--- config.mk ---
export PLATFORM = sky130hd
export DESIGN_NAME = gray_code_counter
export DESIGN_NICKNAME = d
export VERILOG_FILES = /design/src/rtl/gray_pkg.sv /design/src/rtl/gray_to_bin.sv /design/src/rtl/gray_code_counter.sv
export SDC_FILE = /design/constraint.sdc
export NUM_CORES = 1
export LEC_CHECK = 0
export CORE_AREA = 5 5 42 44
export DETAILED_ROUTE_END_ITERATION = 10
export DIE_AREA = 0 0 47 49
export GPL_TIMING_DRIVEN = 0
export PLACE_DENSITY_LB_ADDON = 0.1
export SKIP_CTS_REPAIR_TIMING = 1
export SLEW_MARGIN = 0
export SYNTH_ARGS = -nofsm -noshare
export SYNTH_HDL_FRONTEND = slang
export SYNTH_SLANG_ARGS = --single-unit
export TNS_END_PERCENT = 5
--- constraint.sdc ---
create_clock -name clk -period 4.2 [get_ports clk]
set_input_delay 0.84 -clock clk [delete_from_list [all_inputs] [get_ports clk]]
set_output_delay 0.84 -clock clk [all_outputs]
set_load 0.02 [all_outputs]
--- src/rtl/gray_pkg.sv ---
// Shared Gray-code helpers and constants for the Gray counter/decoder blocks.
package gray_pkg;
  localparam int WIDTH_DEF = 4;
  localparam int MAX_W     = 64;

  localparam logic DIR_UP   = 1'b1;
  localparam logic DIR_DOWN = 1'b0;

  // Narrower callers zero-extend into MAX_W and take the low bits back.
  function automatic logic [MAX_W-1:0] bin2gray(input logic [MAX_W-1:0] v);
    return v ^ (v >> 1);
  endfunction

  // Zero upper bits keep the prefix-XOR correct for any narrower width.
  function automatic logic [MAX_W-1:0] gray2bin(input logic [MAX_W-1:0] v);
    logic [MAX_W-1:0] r;
    r[MAX_W-1] = v[MAX_W-1];
    for (int i = MAX_W-2; i >= 0; i--) r[i] = r[i+1] ^ v[i];
    return r;
  endfunction
endpackage

--- src/rtl/gray_to_bin.sv ---
// Combinational Gray-to-binary decoder; bit i is the XOR of all Gray bits at or above i.
module gray_to_bin
  import gray_pkg::*;
#(
  parameter int WIDTH = WIDTH_DEF
) (
  input  logic [WIDTH-1:0] g,
  output logic [WIDTH-1:0] b
);
  for (genvar i = 0; i < WIDTH; i++) begin : g_bit
    assign b[i] = ^g[WIDTH-1:i];
  end
endmodule

--- src/rtl/gray_code_counter.sv ---
// Up/down binary counter with registered Gray output and wrap pulse.
// Define GRAY_LOAD_EN to treat the load value d as Gray code instead of binary.
module gray_code_counter
  import gray_pkg::*;
#(
  parameter int WIDTH = WIDTH_DEF
) (
  input  logic             clk,
  input  logic             rst,
  input  logic             en,
  input  logic             up,
  input  logic             load,
  input  logic [WIDTH-1:0] d,
  output logic [WIDTH-1:0] b,
  output logic [WIDTH-1:0] g,
  output logic             wrap
);
  logic [WIDTH-1:0] b_q, b_d, g_q, g_d, ld_bin;
  logic             wrap_q, wrap_d;
  logic [MAX_W-1:0] g_wide;

`ifdef GRAY_LOAD_EN
  gray_to_bin #(.WIDTH(WIDTH)) u_ld_dec (
    .g (d),
    .b (ld_bin)
  );
`else
  assign ld_bin = d;
`endif

  always_comb begin
    b_d    = b_q;
    wrap_d = 1'b0;
    if (load) begin
      b_d = ld_bin;
    end else if (en) begin
      if (up == DIR_UP) begin
        b_d    = b_q + 1'b1;
        wrap_d = &b_q;
      end else begin
        b_d    = b_q - 1'b1;
        wrap_d = ~|b_q;
      end
    end
  end

  // Encode the next binary value so g lands on the same edge as b.
  assign g_wide = bin2gray(MAX_W'(b_d));
  assign g_d    = g_wide[WIDTH-1:0];

  always_ff @(posedge clk or posedge rst) begin
    if (rst) begin
      b_q    <= '0;
      g_q    <= '0;
      wrap_q <= 1'b0;
    end else begin
      b_q    <= b_d;
      g_q    <= g_d;
      wrap_q <= wrap_d;
    end
  end

  assign b    = b_q;
  assign g    = g_q;
  assign wrap = wrap_q;
endmodule

[Yosys cells after proc, flatten, opt, wreduce, memory -nomap -nowiden]
Cells that the tools add are included.
Operators by class
  $add $sub $neg: 2
  mux-type cells: 6
  bitwise logic cells: 1
  reduce and logical (&&, ||, !) cells: 3
Operators by type and width (count)
  $mux W4: 3
  $add A4 B1 Y4 const B: 1
  $reduce_and A4 Y1: 1
  $reduce_or A4 Y1: 1
  $sub A4 B1 Y4 const B: 1
  $xor A4 B3 Y4: 1
  $mux W1: 3
  $logic_not A1 Y1: 1
Storage, ports and cells
  word-level logic and storage cells: 15
  output and inout port bits: 9
  bits in registers: 9

[Longest topological paths before layout]
  depth in word-level cells: 5
  mapped depth: 6
  gate-level depth less buffers: 6

[Worst setup path after synthesis]
Ideal clock, no wire load.
  path type: input to register
  from: input up
  to: register g_q[2], in the netlist g[2]
  cell stages on the path: 6
  data required time: 4.068 ns
  arrival time: 1.969 ns
  slack: 2.099 ns
  cells stage by stage: inv_1 ha_1 nand3_1 and4b_1 or3_4 xor2_1
On the way
  word-level cells in the longest chain between the ends: 4
Ends and longest elaborated chain
  from (decl): line gray_code_counter.sv:11  | input logic up,
  $mux W4: line gray_code_counter.sv:37  | if (up == DIR_UP) begin
  $mux W4: line gray_code_counter.sv:36  | end else if (en) begin
  $mux W4: line gray_code_counter.sv:34  | if (load) begin
  named net b_d[3]: line gray_code_counter.sv:18  | logic [WIDTH-1:0] b_q, b_d, g_q, g_d, ld_bin;
  $xor A4 B3 Y4: line gray_pkg.sv:11  | return v ^ (v >> 1);
  named net g_wide[2]: line gray_code_counter.sv:20  | logic [MAX_W-1:0] g_wide;
  to (signal assigned): line gray_code_counter.sv:58  | g_q <= g_d;
  to (decl): line gray_code_counter.sv:18
The timed path passes the listed nets, and every way through them passes these cells.

[Worst setup path in the final report]
Same ends and word-level chain as after synthesis.

==> impl_metrics.json <==
{
  "status": "finished clean",
  "antenna_found_initial": 0,
  "max_freq_mhz": 397,
  "cp.required_ps": 4330,
  "fin_setup_tns_ps": 0,
  "synth_nets": 55,
  "vias": 373,
  "start_util_pct": 32.6,
  "synth_xor_area_share_pct": 11.5,
  "synthSimpleGateAreaFrac_pct": 15.3,
  "synth_area_leaders": "dfrtp_1, xnor2_1, ha_1",
  "clkLatencyLatePin_ps": 250,
  "drtAntennaViolNets": 0,
  "worstPathMaxFanout": 4,
  "hold_violations": 0,
  "initialDrtViolationCount": 4,
  "wl_um": 909,
  "synth_top_family_by_area": "simple AND/OR/NAND/NOR gates",
  "synth_top_area_share_pct": 43.8,
  "drt_drc_violations_left": 0,
  "cts_made_buffers": 3,
  "slew-limit-headroom_pct": 79.7,
  "drv_slew": 0,
  "core_area_mm2": 0.00140,
  "synth-seq-cells": 8,
  "routabilityCongestion": 0.708,
  "power.density_mw_per_mm2": 416,
  "peakVddDrop_v": 0.000138,
  "num_rows": 14,
  "diodes": 0,
  "overflow": 0,
  "grt_max_degree": 10,
  "finClkSkew_ps": 1.72,
  "crit_arrival_ps": 2640,
  "layout_common_cells": "clkdlybuf4s50_1, dfrtp_1, nor2_1, xnor2_1",
  "grt.total_usage_pct": 9.17,
  "rsz0062_at_grt": "no",
  "cp-start-kind": "input pin",
  "netlist_instances": 43,
  "synth.largest_area_cell": "dfrtp_1",
  "die_h_um": 49,
  "synth.distinct_cells": 22,
  "ys_warn_count": 0,
  "synth_compound_area_share_pct": 9.32,
  "viasPerCell": 4.78,
  "path_class": "input pin to register",
  "grt_pass1_vias": 372,
  "finalSetupViolCount": 0,
  "maxCapViolations": 0,
  "h-tree-depth": 1,
  "worstMarginPinSlew_ps": 301,
  "die_x_um": 47,
  "whs_ps": 672,
  "finalCriticalPeriod_ps": 2520,
  "clk_pin_slew_ps": 50,
  "hpwl_um": 732,
  "drive_above_1_share_pct": 9.68,
  "syn_to_final_growth_pct": 44.4,
  "synthMuxAreaShare_pct": 4.38,
  "n_fill_cell": 146,
  "final_common_cell": "clkdlybuf4s50_1",
  "seq_area_frac_synth_pct": 43.8,
  "synthAdderAreaFrac_pct": 9.86,
  "synth.avg_cell_area_um2": 10.6,
  "wl_per_cell_um": 11.7,
  "numPortBuffers": 16,
  "clkSinkCount": 8,
  "nets": 76,
  "p_leak_uw": 0.000296,
  "cp-end-kind": "register",
  "post-route-period-util_pct": 59.9,
  "syn_area_um2": 457,
  "io_pins": 18,
  "cts.path.max_buffers": 2,
  "hp-class": "register to register",
  "cts_tree": "yes",
  "drt_first_pass_iters": 4,
  "clockRootBuffer": "clkbuf_4",
  "grt_pass1_wl_mm": 1.44,
  "fp.dieArea_mm2": 0.00230
}
-- cells in the mapped netlist --
| cell type | instances |
|---|---|
| o21ai_0 | 1 |
| ha_1 | 2 |
| nand2_1 | 2 |
| a31oi_1 | 1 |
| dfrtp_1 | 8 |
| or3_4 | 1 |
| xnor2_1 | 4 |
| o21ai_1 | 1 |
| inv_1 | 3 |
| mux2i_1 | 2 |
| a21oi_1 | 2 |
| or4_1 | 1 |
| a22o_1 | 1 |
| nand3_1 | 1 |
| and3_1 | 1 |
| xor2_1 | 2 |
| or2b_1 | 1 |
| fa_1 | 1 |
| and4b_1 | 1 |
| a211oi_1 | 1 |
| buf_4 | 2 |
| nor2_1 | 4 |
-- per-stage QoR --
stage	power [uW]	instances	setup slack (ps)	instance area, um2	util, %
3_3_place_gp	218	75	1430	637	45.4
4_1_cts	280	78	1680	659	47.1
2_1_floorplan	169	43	2100	457	-
5_1_grt	293	78	1580	659	47.1
6_report	274	78	1680	659	47.1
3_5_place_dp	220	75	1410	637	45.4
-- power breakdown --
group | internal (uW) | switching [uW] | leakage, uW
clock network | 32.6 | 25.3 | 0.0000138
registers | 92.3 | 13.2 | 0.0000972
logic | 58.5 | 52.5 | 0.000185
-- final timing paths --
| path | from | to | slack (ps) | depth (start not counted) |
|---|---|---|---|---|
| setup / recovery | up | g[2] | 1680 | 7 |
| hold / removal | b[3] | wrap | 670 | 2 |
| setup reg to reg | b[2] | g[2] | 2440 | 5 |
| hold reg to reg | b[3] | wrap | 670 | 2 |
| max in group asynchronous | rst | b[2] | 3160 | 2 |
| min in group asynchronous | rst | wrap | 820 | 2 |
-- cells by family after synthesis --
family          count (synthesis)
fa+ha+maj                       3
xor+xnor                        6
simple gates                   12
mux                             2
buf+inv                         5
flops                           8
compound gates                  7
-- registers in the layout, indices dropped and copies added, names as in the netlist --
register and cells:
g 3, wrap 1, b 4
-- worst max-delay path, stage by stage --
cell and delay, ps:
clkdlybuf4s50_1 520, inv_1 100, ha_1 320, a21oi_1 210
a211oi_1 100, or3_4 400, xor2_1 140
-- per-layer routing --
layer  vias to the layer above  wire length [um]  track usage, %
met2                        18               418            13.1
met3                         5                72            1.11
met4                         0                41            9.68
met5                         -                 0               0
li1                        184                 -               -
met1                       166               377            10.7
-- cell type report --
type | count | area, um2 | area share (%)
Multi-Input combinational cell | 30 | 230 | 34.9
Sequential cell | 8 | 200 | 30.4
Timing Repair Buffer | 16 | 160 | 24.3
Clock buffer | 3 | 22.5 | 3.42
Tap cell | 16 | 20.0 | 3.04
Buffer | 2 | 15.0 | 2.28
Inverter | 3 | 11.3 | 1.71
(Power assumes the default switching activity.)
